--- config.mk ---
export PLATFORM = sky130hd
export DESIGN_NAME = fp_norm_pack_flat
export DESIGN_NICKNAME = d
export VERILOG_FILES = /design/src/rtl/fp_pkg.sv /design/src/rtl/fp_norm_pack_if.sv /design/src/rtl/fp_round_pack.sv /design/src/rtl/fp_norm_pack.sv /design/src/flat_wrapper.sv
export SDC_FILE = /design/constraint.sdc
export NUM_CORES = 1
export LEC_CHECK = 0
export CORE_UTILIZATION = 59
export CTS_CLUSTER_SIZE = 12
export DETAILED_ROUTE_END_ITERATION = 7
export PLACE_DENSITY = 0.87
export SYNTH_ARGS = -nofsm -noshare
export SYNTH_HDL_FRONTEND = slang
export SYNTH_HIERARCHICAL = 1
export SYNTH_SLANG_ARGS = --single-unit
--- constraint.sdc ---
create_clock -name clk -period 5.4 [get_ports clk]
set_input_delay 0.81 -clock clk [delete_from_list [all_inputs] [get_ports clk]]
set_output_delay 0.81 -clock clk [all_outputs]
set_load 0.02 [all_outputs]
--- src/rtl/fp_pkg.sv ---
// Shared definitions for the fp_norm_pack slice.
// Holds the normalizer state encoding, the IEEE-754 binary32 field
// constants and the codes carried on the in_special input.
// No ports; imported with "import fp_pkg::*".
package fp_pkg;

  // Normalizer control states.
  typedef enum logic [1:0] {
    IDLE  = 2'd0,
    SHIFT = 2'd1,
    DONE  = 2'd2
  } state_t;

  // binary32 field constants.
  localparam logic [7:0]  EXP_INF  = 8'hFF;
  localparam logic [22:0] QNAN_MAN = 23'h400000;
  localparam int          BIAS     = 127;

  // Special-operand codes from the adder stage.
  localparam logic [1:0] SPC_NORMAL = 2'b00;
  localparam logic [1:0] SPC_INF    = 2'b01;
  localparam logic [1:0] SPC_NAN    = 2'b10;
  localparam logic [1:0] SPC_RSVD   = 2'b11;

endpackage

--- src/rtl/fp_norm_pack_if.sv ---
// Handshake bundle between the mantissa adder, the normalizer and the
// result consumer.
//   in_*  : operand channel (valid/ready), sign, exponent, 27-bit raw sum,
//           special code
//   out_* : result channel (valid/ready), packed binary32 word and
//           overflow/underflow flags
// Modports: master = the producer/consumer side, slave = the normalizer.
interface fp_norm_pack_if;

  logic        in_valid;
  logic        in_ready;
  logic        in_sign;
  logic [7:0]  in_exp;
  logic [26:0] in_sum;
  logic [1:0]  in_special;

  logic        out_valid;
  logic        out_ready;
  logic [31:0] out_result;
  logic        out_overflow;
  logic        out_underflow;

  modport master (
    output in_valid, in_sign, in_exp, in_sum, in_special, out_ready,
    input  in_ready, out_valid, out_result, out_overflow, out_underflow
  );

  modport slave (
    input  in_valid, in_sign, in_exp, in_sum, in_special, out_ready,
    output in_ready, out_valid, out_result, out_overflow, out_underflow
  );

endinterface

--- src/rtl/fp_round_pack.sv ---
// Combinational packer: turns a normalized (or given-up) signed-magnitude
// sum into a binary32 word.
//   sign, exp[8:0]  : result sign and 9-bit working exponent
//   sum[26:0]       : [25] hidden, [24:2] mantissa, [1] guard, [0] sticky
//   special[1:0]    : 00 normal, 01 inf, 10/11 NaN
//   denorm          : pack with exponent field 0 instead of exp
//   result[31:0]    : packed word; overflow / underflow flags
// Build option: FP_NORM_ROUND_EN selects round-to-nearest-even;
// without it the mantissa is truncated.
module fp_round_pack
  import fp_pkg::*;
(
  input  logic        sign,
  input  logic [8:0]  exp,
  input  logic [26:0] sum,
  input  logic [1:0]  special,
  input  logic        denorm,
  output logic [31:0] result,
  output logic        overflow,
  output logic        underflow
);

  logic [22:0] man_s;
  logic [30:0] field_s;
  logic        inc_s;

  // Field assembly, optional rounding and saturation.
  always_comb begin
    result    = 32'd0;
    overflow  = 1'b0;
    underflow = 1'b0;
    man_s     = sum[24:2];
    field_s   = 31'd0;
`ifdef FP_NORM_ROUND_EN
    // Nearest-even: round up on guard unless it is an exact tie with even lsb.
    inc_s = sum[1] & (sum[0] | sum[2]);
`else
    inc_s = 1'b0;
`endif
    if (special != SPC_NORMAL) begin
      case (special)
        SPC_INF:  result = {sign, EXP_INF, 23'd0};
        SPC_NAN:  result = {sign, EXP_INF, QNAN_MAN};
        SPC_RSVD: result = {sign, EXP_INF, QNAN_MAN};
        default:  result = {sign, EXP_INF, QNAN_MAN};
      endcase
    end else if (!denorm && (exp >= 9'd255)) begin
      // Exponent already at or past infinity (carry out of 254 or 255).
      result   = {sign, EXP_INF, 23'd0};
      overflow = 1'b1;
    end else begin
      // Increment spans exponent and mantissa so a mantissa carry bumps the
      // exponent and a denormal can promote to the smallest normal.
      if (denorm) begin
        field_s = {8'h00, man_s} + {30'd0, inc_s};
      end else begin
        field_s = {exp[7:0], man_s} + {30'd0, inc_s};
      end
      if (field_s[30:23] == EXP_INF) begin
        result   = {sign, EXP_INF, 23'd0};
        overflow = 1'b1;
      end else begin
        result    = {sign, field_s};
        // Only a nonzero sum that lands in the denormal/zero range underflows.
        underflow = denorm && (field_s[30:23] == 8'h00) && (|sum);
      end
    end
  end

endmodule

--- src/rtl/fp_norm_pack.sv ---
// Sequential post-adder normalizer and binary32 packer.
// Accepts a raw signed-magnitude sum with its working exponent, folds a
// carry-out at capture, then left-normalizes one bit per cycle until the
// hidden bit is set, the exponent bottoms out or MAX_SHIFT steps are
// used, and finally packs the result (fp_round_pack).
// Ports:
//   clk  : rising-edge clock
//   rst  : synchronous active-high reset (drops any in-flight operation)
//   bus  : fp_norm_pack_if.slave -- in_* operand channel, out_* result
//          channel, both valid/ready
// Parameter: MAX_SHIFT -- upper bound on left-normalization steps.
// Build option: FP_NORM_ROUND_EN enables round-to-nearest-even at pack.
module fp_norm_pack
  import fp_pkg::*;
#(
  parameter int MAX_SHIFT = 24
) (
  input  logic          clk,
  input  logic          rst,
  fp_norm_pack_if.slave bus
);

  localparam int                CNT_W   = $clog2(MAX_SHIFT + 1);
  localparam logic [CNT_W-1:0]  CNT_MAX = CNT_W'(MAX_SHIFT);
  localparam logic [CNT_W-1:0]  CNT_ONE = CNT_W'(1'b1);

  state_t            state_r;
  logic              sign_r;
  logic [8:0]        exp_r;
  logic [26:0]       sum_r;
  logic [1:0]        special_r;
  logic [CNT_W-1:0]  cnt_r;

  logic              out_valid_r;
  logic [31:0]       out_result_r;
  logic              out_overflow_r;
  logic              out_underflow_r;

  logic [26:0]       cap_sum_s;
  logic [8:0]        cap_exp_s;
  logic              done_s;
  logic              denorm_s;
  logic [31:0]       pack_result_s;
  logic              pack_overflow_s;
  logic              pack_underflow_s;

  assign bus.in_ready      = (state_r == IDLE) && !rst;
  assign bus.out_valid     = out_valid_r;
  assign bus.out_result    = out_result_r;
  assign bus.out_overflow  = out_overflow_r;
  assign bus.out_underflow = out_underflow_r;

  // Capture view: a carry-out is folded back with guard and sticky merged.
  always_comb begin
    cap_sum_s = bus.in_sum;
    cap_exp_s = {1'b0, bus.in_exp};
    if (bus.in_sum[26]) begin
      cap_sum_s = {1'b0, bus.in_sum[26:2], bus.in_sum[1] | bus.in_sum[0]};
      cap_exp_s = {1'b0, bus.in_exp} + 9'd1;
    end else begin
      cap_sum_s = bus.in_sum;
      cap_exp_s = {1'b0, bus.in_exp};
    end
  end

  // SHIFT-state termination test in priority order; zero packs via the
  // denormal path, which yields {s,00,0} with no underflow.
  always_comb begin
    done_s   = 1'b0;
    denorm_s = 1'b0;
    if (special_r != SPC_NORMAL) begin
      done_s   = 1'b1;
      denorm_s = 1'b0;
    end else if (sum_r == 27'd0) begin
      done_s   = 1'b1;
      denorm_s = 1'b1;
    end else if (sum_r[25]) begin
      done_s   = 1'b1;
      denorm_s = 1'b0;
    end else if ((exp_r <= 9'd1) || (cnt_r == CNT_MAX)) begin
      done_s   = 1'b1;
      denorm_s = 1'b1;
    end else begin
      done_s   = 1'b0;
      denorm_s = 1'b0;
    end
  end

  fp_round_pack u_pack (
    .sign      (sign_r),
    .exp       (exp_r),
    .sum       (sum_r),
    .special   (special_r),
    .denorm    (denorm_s),
    .result    (pack_result_s),
    .overflow  (pack_overflow_s),
    .underflow (pack_underflow_s)
  );

  // Control FSM with operand datapath and registered result outputs.
  always_ff @(posedge clk) begin
    if (rst) begin
      state_r         <= IDLE;
      sign_r          <= 1'b0;
      exp_r           <= 9'd0;
      sum_r           <= 27'd0;
      special_r       <= 2'b00;
      cnt_r           <= '0;
      out_valid_r     <= 1'b0;
      out_result_r    <= 32'd0;
      out_overflow_r  <= 1'b0;
      out_underflow_r <= 1'b0;
    end else begin
      case (state_r)
        IDLE: begin
          if (bus.in_valid && bus.in_ready) begin
            sign_r    <= bus.in_sign;
            exp_r     <= cap_exp_s;
            sum_r     <= cap_sum_s;
            special_r <= bus.in_special;
            cnt_r     <= '0;
            state_r   <= SHIFT;
          end else begin
            state_r <= IDLE;
          end
        end
        SHIFT: begin
          if (done_s) begin
            out_result_r    <= pack_result_s;
            out_overflow_r  <= pack_overflow_s;
            out_underflow_r <= pack_underflow_s;
            out_valid_r     <= 1'b1;
            state_r         <= DONE;
          end else begin
            sum_r <= {sum_r[25:0], 1'b0};
            exp_r <= exp_r - 9'd1;
            cnt_r <= cnt_r + CNT_ONE;
          end
        end
        DONE: begin
          // Result is held untouched until the consumer takes it.
          if (bus.out_ready) begin
            out_valid_r <= 1'b0;
            state_r     <= IDLE;
          end else begin
            out_valid_r <= 1'b1;
          end
        end
        default: begin
          out_valid_r <= 1'b0;
          state_r     <= IDLE;
        end
      endcase
    end
  end

endmodule

--- src/flat_wrapper.sv ---
// flat-port wrapper written by rule: the top's interface ports become plain ports
module fp_norm_pack_flat import fp_pkg::*;
#(
  parameter int MAX_SHIFT = 24
)
  (clk, rst, bus_in_valid, bus_in_sign, bus_in_exp, bus_in_sum, bus_in_special, bus_out_ready, bus_in_ready, bus_out_valid, bus_out_result, bus_out_overflow, bus_out_underflow);
  fp_norm_pack_if bus_i ();
  input  logic clk;
  input  logic rst;
  input wire logic [$bits(bus_i.in_valid)-1:0] bus_in_valid;
  input wire logic [$bits(bus_i.in_sign)-1:0] bus_in_sign;
  input wire logic [$bits(bus_i.in_exp)-1:0] bus_in_exp;
  input wire logic [$bits(bus_i.in_sum)-1:0] bus_in_sum;
  input wire logic [$bits(bus_i.in_special)-1:0] bus_in_special;
  input wire logic [$bits(bus_i.out_ready)-1:0] bus_out_ready;
  output wire logic [$bits(bus_i.in_ready)-1:0] bus_in_ready;
  output wire logic [$bits(bus_i.out_valid)-1:0] bus_out_valid;
  output wire logic [$bits(bus_i.out_result)-1:0] bus_out_result;
  output wire logic [$bits(bus_i.out_overflow)-1:0] bus_out_overflow;
  output wire logic [$bits(bus_i.out_underflow)-1:0] bus_out_underflow;
  assign bus_i.in_valid = bus_in_valid;
  assign bus_i.in_sign = bus_in_sign;
  assign bus_i.in_exp = bus_in_exp;
  assign bus_i.in_sum = bus_in_sum;
  assign bus_i.in_special = bus_in_special;
  assign bus_i.out_ready = bus_out_ready;
  assign bus_in_ready = bus_i.in_ready;
  assign bus_out_valid = bus_i.out_valid;
  assign bus_out_result = bus_i.out_result;
  assign bus_out_overflow = bus_i.out_overflow;
  assign bus_out_underflow = bus_i.out_underflow;
  fp_norm_pack #(.MAX_SHIFT(MAX_SHIFT)) u_core (.clk(clk), .rst(rst), .bus(bus_i));
endmodule
* Word-level counts from Yosys, hierarchy flattened *
Cells that the tools add are included.
W data, S select, Z words.

cells by class
  $add $sub $neg = 3
  $mul = 0
  divide/modulo/power cells = 0
  $lt $le $gt $ge = 2
  equality and inequality tests = 9
  shift operators = 0
  muxes and demuxes = 38
  bitwise gates (word level) = 2
  reductions and logical operators = 19

operators with widths
  cell                   count
  $mux W31               6
  $mux W27               2
  $pmux W27 S2           1
  $logic_not A27 Y1      1
  $mux W9                3
  $reduce_or A27 Y1      1
  $mux W26               1
  $mux W23               1
  $pmux W9 S2            1
  $mux W1                16
  $mux W5                2
  $pmux W5 S2            1
  $add A8 B1 Y9 const B  1
  $ge A9 B8 Y1 const B   1
  $le A9 B1 Y1 const B   1
  $sub A9 B1 Y9 const B  1
  $eq A8 B8 Y1 const B   1
  $logic_not A8 Y1       1
  $reduce_and A2 Y1      4
  $ne A2 B2 Y1 const B   3
  $pmux W2 S3            1
  $add A5 B1 Y5 const B  1
  $eq A5 B5 Y1 const B   1
  $logic_and A1 B1 Y1    5
  12 further kinds       16

storage, ports and cells
  bits in registers = 81
  bits in latches = 0
  bits in writable memories = 0
  bits in read-only memories = 0
  input bits = 42
  output and inout bits = 36
  word-level logic and storage cells = 83
  memories = 0

* Logic depth before layout (Yosys ltp) *
Gate-level depths: netlist of run 1.

  word-level depth = 16
  mapped depth = 11
  mapped depth without buffers = 10

* Modules after synthesis *
Netlist of run 1, hierarchy kept.

by module, submodules not included
  module         times used  cells an instance  area each (µm²)  sequential area each (µm²)
  fp_norm_pack   1           552                4325.4           1621.6
  fp_round_pack  1           68                 554.3            0.0

* Least setup slack after synthesis of run 1 *
OpenSTA, ideal clock, no wires.

  path type = input port to output port
  from = input port rst
  to = output port bus_in_ready
  data arrival time = 1.733 ns
  data required time = 4.590 ns
  setup slack = 2.857 ns
  cell stages on the path = 4
  buffers on the path = 3
  path through = clkbuf_1 clkbuf_1 clkbuf_1 nor2_1

between the ends
  cells in the longest elaborated chain, start to end = 2

ends and longest elaborated chain
  item                 RTL line            RTL
  start: declaration   flat_wrapper.sv:9   input logic rst;
  $logic_not A1 Y1     fp_norm_pack.sv:47  assign bus.in_ready = (state_r == IDLE) && !rst;
  $logic_and A1 B1 Y1  fp_norm_pack.sv:47
  end: declaration     flat_wrapper.sv:16  output wire logic [$bits(bus_i.in_ready)-1:0] bus_in_ready;

Every way passes these cells.

* Worst setup path after layout of run 1 *
  from = register u_core.state_r[1]
  to = register u_core.sum_r[23]

between the ends
  cells in the longest elaborated chain, start to end = 5
  elaborated cells between the ends (all ways) = 9
  classes of those cells = eq/ne (3); mux (1); reduce/logical (5)

ends and longest elaborated chain
  item                         RTL line                                 RTL
  start: declaration           fp_norm_pack.sv:27                       state_t state_r;
  start signal: assignment     fp_norm_pack.sv:103                      state_r <= IDLE;
  start signal: assignment     fp_norm_pack.sv:122                      state_r <= SHIFT;
  start signal: assignment     fp_norm_pack.sv:124                      state_r <= IDLE;
  $logic_not A2 Y1             fp_norm_pack.sv:47, fp_norm_pack.sv:114
  $logic_and A1 B1 Y1          fp_norm_pack.sv:47
  $logic_and A1 B1 Y1          fp_norm_pack.sv:116                      if (bus.in_valid && bus.in_ready) begin
  $ne A2 B2 Y1 (no line)       --
  $reduce_and A3 Y1 (no line)  --
  end signal: assignment       fp_norm_pack.sv:119                      sum_r <= cap_sum_s;
  end signal: assignment       fp_norm_pack.sv:135                      sum_r <= {sum_r[25:0], 1'b0};
  end: declaration             fp_norm_pack.sv:30                       logic [26:0] sum_r;

Several ways; a longest one is shown, not always the timed one.
A chain may end at the register's enable or synchronous reset.

==> flow_metrics.env, run 1 <==
export IMPL_crit_required_ns=5.63
export IMPL_finalWirelength_mm=13.8
export IMPL_placementRows=32
export IMPL_fillCellCount=641
export IMPL_synth_edf_count=0
export IMPL_yosysSeqAreaShare_pct=33.2
export IMPL_fp_coreArea_um2=7850
export IMPL_drt_first_iter_violations=535
export IMPL_grt_first_pass_wirelength_mm=21.9
export IMPL_final_cell_mix="83 x o21ai_0, 81 x dfxtp_1, 75 x clkdlybuf4s50_1"
export IMPL_grt_pass1_vias=4555
export IMPL_wire_per_inst_um=18.1
export IMPL_worstMarginPinSlew_ns=0.997
export IMPL_power_density_nw_per_um2=332
export IMPL_min_period_over_period_pct=56.5
export IMPL_grtUsageTotal_pct=31.7
export IMPL_cp_max_fo=76
export IMPL_outcome="completed"
export IMPL_total_power_w=0.00191
export IMPL_critical_path_arrival_ns=3.28
export IMPL_avgSynthCellArea_um2=7.87
export IMPL_first_pass_iters=5
export IMPL_path_class="reg2reg"
export IMPL_hold_buffers=0
export IMPL_die_area_um2=8640
export IMPL_cts_made_buffers=9
export IMPL_drv_cap=0
export IMPL_clock_sinks=81
export IMPL_multi_input_area_um2=2910
export IMPL_yosysWarnings=6
export IMPL_ys_flop_type="dfxtp_1"
export IMPL_yosysUniqueCellTypes=60
export IMPL_drc=0
export IMPL_cts_tree="built"
export IMPL_final_common_cell="o21ai_0"
export IMPL_clock_latency_ns=0.37
export IMPL_peakVddDrop_mv=0.293
export IMPL_io_buffers=77
export IMPL_synth_nets=670
export IMPL_fin_crit_ns=3.05
export IMPL_start_util_pct=62.2
export IMPL_dieWidth_um=92.9
export IMPL_finalSetupViolCount=0
export IMPL_overflow=0
export IMPL_synth_area_um2=4880
export IMPL_worst_setup_path_start_kind="flop"
export IMPL_fp_dieH_um=92.9
export IMPL_synth_seq_cells=81
export IMPL_hold_violations=0
export IMPL_fin_skew_ns=0.0107
export IMPL_synthToLayoutAreaGrowth_pct=17.6
export IMPL_min_path_type="reg2reg"
export IMPL_hpwl_mm=8.83
export IMPL_vias_per_cell=6.66
export IMPL_ios=78
export IMPL_rsz0062_at_grt="false"
export IMPL_clk_path_buf_depth=2
export IMPL_ys_async_sr_fraction_pct=0
export IMPL_reg2reg_slack_ns=2.35
export IMPL_grt_max_degree=105
export IMPL_place_gp_congestion=0.875
export IMPL_cts_resized=0
export IMPL_drive_gt1_share_pct=6.38
export IMPL_fmax_mhz=328
export IMPL_fin_tns_setup_ns=0
export IMPL_post_route_util_pct=73.2
export IMPL_regArea_um2=1620
export IMPL_maxSlewViolCount=0
export IMPL_h_tree_depth=3
export IMPL_final_nets=703
export IMPL_cts_setup_buffers=0
export IMPL_diodes=0
export IMPL_antenna_found_initial=0
export IMPL_slew_headroom_pct=33.3
export IMPL_syn_inst=620
export IMPL_root_buffer="clkbuf_8"
export IMPL_postRouteAntennaNets=0
export IMPL_critPathCaptureType="flop"
export IMPL_p_leak_nw=2.06
export IMPL_cts_clk_slew_worst_paths_ns=0.09
export IMPL_num_vias=5059
-- cell families after synthesis --
kind of cell / after synthesis / synth area share (%)
DFF: 81 / 33.2
buffers and inverters: 79 / 7.26
muxes: 28 / 5.74
adders and majority gates: 8 / 2.05
AOI/OAI and AO/OA: 255 / 33.4
xor gates and xnor gates: 6 / 1.08
and+or+nand+nor: 163 / 17.2
-- flip-flops by register name, summed over array words and instances, names as in the netlist --
name / count
u_core/bus.out_valid: 1
u_core/state_r: 2
u_core/bus.out_underflow: 1
u_core/cnt_r: 5
u_core/bus.out_overflow: 1
u_core/bus.out_result: 32
u_core/sign_r: 1
u_core/sum_r: 27
u_core/special_r: 2
u_core/exp_r: 9
-- layer usage --
| metal | vias up | wire, um | part of all wire [%] | GRT usage, % |
|---|---|---|---|---|
| met5 | - | 0 | 0 | 0 |
| met4 | 0 | 270 | 2.0 | 10.9 |
| li1 | 2379 | - | - | - |
| met2 | 286 | 6380 | 46 | 51.2 |
| met1 | 2362 | 5740 | 42 | 43.1 |
| met3 | 32 | 1390 | 10 | 4.52 |
-- where the power goes --
| part | switching (W) | leakage (nW) | internal (W) |
|---|---|---|---|
| clock network | 0.000231 | 0.0929 | 0.000215 |
| logic | 0.000517 | 1.31 | 0.000233 |
| registers | 0.0000667 | 0.657 | 0.000644 |
| total | 0.000815 | 2.06 | 0.00109 |
-- critical path: stages (launching register included) --
cell     delay, ns
dfxtp_1       0.33
inv_1         0.08
ha_2          0.18
inv_2         0.03
buf_4         0.35
o21ai_4       0.88
o21ai_2       0.40
buf_4         0.33
o21ai_0       0.20
a21oi_1       0.10
-- path summary, 6_finish.rpt --
check                                                      to                      startpoint  depth (start not counted)
worst min register to register     u_core/sign_r$_SDFFE_PP0P_      u_core/sign_r$_SDFFE_PP0P_                          2
worst max register to register  u_core/sum_r[23]$_SDFFE_PP0P_  u_core/state_r[1]$_SDFFE_PP0P_                          9
worst max-delay path            u_core/sum_r[23]$_SDFFE_PP0P_  u_core/state_r[1]$_SDFFE_PP0P_                          9
worst min-delay path               u_core/sign_r$_SDFFE_PP0P_      u_core/sign_r$_SDFFE_PP0P_                          2
-- Yosys cell counts (2+ instances only) --
library cell	instances	area (um2)
o21ai_0	83	415
dfxtp_1	81	1620
a21oi_1	69	345
nand3_1	47	235
nand2_1	44	165
clkbuf_1	41	154
o211ai_1	35	263
mux2i_1	28	280
o211a_1	24	240
inv_1	14	52.6
buf_2	13	65.1
nor2_1	13	48.8
nor4_1	13	81.3
o21ai_1	12	60.1
nand4_1	11	68.8
nor3_1	9	45.0
ha_1	8	100
and3_1	5	31.3
buf_4	5	37.5
or2b_1	5	37.5
nand2b_1	4	25.0
or3_1	4	25.0
xor2_1	4	35.0
buf_6	3	33.8
o32ai_1	3	26.3
a211oi_1	2	15.0
a32o_1	2	20.0
and4_4	2	22.5
buf_1	2	7.51
o21bai_1	2	15.0
o311ai_1	2	17.5
xnor2_1	2	17.5
-- layout make-up --
class | count | area share (%)
Tap cell | 102 | 2.22
Clock buffer | 10 | 2.22
Inverter | 15 | 0.981
Timing Repair Buffer | 86 | 14.4
Sequential cell | 81 | 28.2
Clock inverter | 6 | 1.18
Multi-Input combinational cell | 460 | 50.7
-- stage by stage --
stage | std cells | hold slack [ns] | cell area (um2) | setup WS (ns)
2_1_floorplan | 620 | 0.434 | 4880 | 2.86
3_3_place_gp | 744 | 0.449 | 5550 | 2.42
3_5_place_dp | 744 | 0.458 | 5550 | 2.29
4_1_cts | 760 | 0.472 | 5740 | 2.38
5_1_grt | 760 | 0.496 | 5740 | 2.14
6_report | 760 | 0.469 | 5740 | 2.35
(Power assumes the default switching activity.)
==> run 2: changes to the inputs <==
--- a/config.mk
+++ b/config.mk
@@ -5,10 +5,10 @@
 export SDC_FILE = /design/constraint.sdc
 export NUM_CORES = 1
 export LEC_CHECK = 0
-export CORE_UTILIZATION = 59
+export CORE_UTILIZATION = 49
 export CTS_CLUSTER_SIZE = 12
 export DETAILED_ROUTE_END_ITERATION = 7
-export PLACE_DENSITY = 0.87
+export PLACE_DENSITY = 0.77
 export SYNTH_ARGS = -nofsm -noshare
 export SYNTH_HDL_FRONTEND = slang
 export SYNTH_HIERARCHICAL = 1
==> constraint.sdc (replaced) <==
create_clock -name clk -period 2.46 [get_ports clk]
set_input_delay 0.369 -clock clk [delete_from_list [all_inputs] [get_ports clk]]
set_output_delay 0.369 -clock clk [all_outputs]
set_load 0.02 [all_outputs]
==> run 2 against run 1 <==
Worst hold slack worse by 0.0062 ns. Die area grew 20%. Final cell count grew 6.8%. Global-route usage fell by 4.6 points. Critical path type is now reg2out.
==> flow_metrics.env, run 2 (synthesized netlist as in run 1, its figures left out) <==
export IMPL_outcome="completed"
export IMPL_total_power_w=0.00423
export IMPL_peakVddDrop_mv=0.370
export IMPL_overflow=0
export IMPL_placementRows=36
export IMPL_critical_path_arrival_ns=1.93
export IMPL_die_area_um2=10400
export IMPL_num_vias=5104
export IMPL_dieWidth_um=102
export IMPL_final_cell_mix="83 x o21ai_0, 81 x dfxtp_1, 75 x clkdlybuf4s50_1"
export IMPL_ios=78
export IMPL_fmax_mhz=435
export IMPL_min_path_type="reg2reg"
export IMPL_drv_cap=0
export IMPL_place_gp_congestion=0.899
export IMPL_grtUsageTotal_pct=27.1
export IMPL_vias_per_cell=6.29
export IMPL_fillCellCount=893
export IMPL_root_buffer="clkbuf_8"
export IMPL_path_class="reg2out"
export IMPL_cts_made_buffers=9
export IMPL_synthToLayoutAreaGrowth_pct=21.5
export IMPL_worst_setup_path_start_kind="flop"
export IMPL_critPathCaptureType="output port"
export IMPL_finalNonFillerCells=812
export IMPL_crit_required_ns=2.09
export IMPL_clock_sinks=81
export IMPL_grt_first_pass_wirelength_mm=22.4
export IMPL_post_route_util_pct=60.9
export IMPL_placed_area_um2=5750
export IMPL_final_cell_area_um2=5930
export IMPL_cts_tree="built"
export IMPL_wire_per_inst_um=16.9
export IMPL_rsz0062_at_grt="false"
export IMPL_h_tree_depth=3
export IMPL_first_pass_iters=5
export IMPL_cts_resized=0
export IMPL_hold_buffers=0
export IMPL_fin_skew_ns=0.00418
export IMPL_dpl_cell_count=796
export IMPL_drc=0
export IMPL_fp_coreArea_um2=9730
export IMPL_cts_clk_slew_worst_paths_ns=0.08
export IMPL_diodes=0
export IMPL_start_util_pct=50.2
export IMPL_cpPeakStageDelay_ns=0.61
export IMPL_power_density_nw_per_um2=714
export IMPL_drive_gt1_share_pct=9.13
export IMPL_fp_dieH_um=102
export IMPL_final_nets=724
export IMPL_grt_max_degree=53
export IMPL_cp_max_fo=4
export IMPL_maxSlewViolCount=0
export IMPL_postRouteAntennaNets=0
export IMPL_io_buffers=77
export IMPL_p_leak_nw=2.17
export IMPL_cts_setup_buffers=0
export IMPL_fin_crit_ns=2.30
export IMPL_crit_chain="inv_1 > ha_1 > inv_1 > nor2_1 > clkdlybuf4s50_1"
export IMPL_drt_first_iter_violations=471
export IMPL_slew_headroom_pct=48.0
export IMPL_regArea_um2=1620
export IMPL_finalWirelength_mm=13.7
export IMPL_final_common_cell="o21ai_0"
export IMPL_hpwl_mm=9.37
export IMPL_worstMarginPinSlew_ns=0.779
export IMPL_crit_top_cell="inv_1"
export IMPL_cp_slowest_cell="clkdlybuf4s50_1"
export IMPL_grt_pass1_vias=4640
export IMPL_largest_reg_flops=32
export IMPL_finalSetupViolCount=0
export IMPL_antenna_found_initial=0
export IMPL_multi_input_area_um2=2910
export IMPL_min_period_over_period_pct=93.5
export IMPL_clock_latency_ns=0.35
export IMPL_clk_path_buf_depth=2
export IMPL_fin_tns_setup_ns=0
export IMPL_hold_violations=0
## run 2: cell types whose count changed in the layout (fill, tap and decap cells not counted)
| cell | change |
|---|---|
| buf_12 | +1 |
| buf_4 | +20 |
| bufinv_16 | -1 |
| clkinvlp_4 | -2 |
| clkbuf_8 | +2 |
| clkinv_4 | -1 |
| clkbuf_1 | +1 |
| clkinv_2 | +2 |
| inv_6 | -1 |
## run 2: cell type report
cell class | instances | share of cell area (%)
Clock buffer | 13 | 2.68
Clock inverter | 3 | 0.253
Inverter | 15 | 0.950
Multi-Input combinational cell | 460 | 49.1
Sequential cell | 81 | 27.4
Tap cell | 133 | 2.81
Timing Repair Buffer | 107 | 16.8
## run 2: metal layers
layer | GRT usage [%] | up-vias | share of wire, %
met5 | 0 | - | 0
met4 | 8.81 | 0 | 1.3
met3 | 3.93 | 19 | 7.0
met2 | 43.3 | 221 | 47
met1 | 37.4 | 2437 | 44
li1 | - | 2427 | -
## run 2: critical path, delay by kind of cell (launching register included)
family | cells | cell delay (ns)
fa+ha+maj | 1 | 0.29
buf+inv | 3 | 0.82
flops | 1 | 0.34
simple gates | 1 | 0.13
## run 2: worst paths after layout
| path | cells after the start | endpoint | slack [ns] | startpoint |
|---|---|---|---|---|
| setup reg to reg | 7 | u_core/exp_r[6]$_SDFFE_PP0P_ | 0.22 | u_core/cnt_r[0]$_SDFFE_PP0P_ |
| hold reg to reg | 2 | u_core/bus.out_valid$_SDFFE_PP0P_ | 0.46 | u_core/bus.out_valid$_SDFFE_PP0P_ |
| hold / removal | 2 | u_core/bus.out_valid$_SDFFE_PP0P_ | 0.46 | u_core/bus.out_valid$_SDFFE_PP0P_ |
| setup / recovery | 5 | bus_in_ready | 0.16 | u_core/state_r[1]$_SDFFE_PP0P_ |
## run 2: power by group
part	switching, W	total [W]	internal [W]
Clock	0.000466	0.000884	0.000418
Sequential	0.000118	0.00153	0.00141
Combinational	0.00118	0.00182	0.000633
## run 2: stage by stage
step / setup slack, ns / hold WS (ns)
floorplan: 0.357 / 0.434
global placement: 0.286 / 0.454
detailed placement: 0.262 / 0.455
CTS: 0.162 / 0.467
global route: 0.0728 / 0.494
finish: 0.159 / 0.463
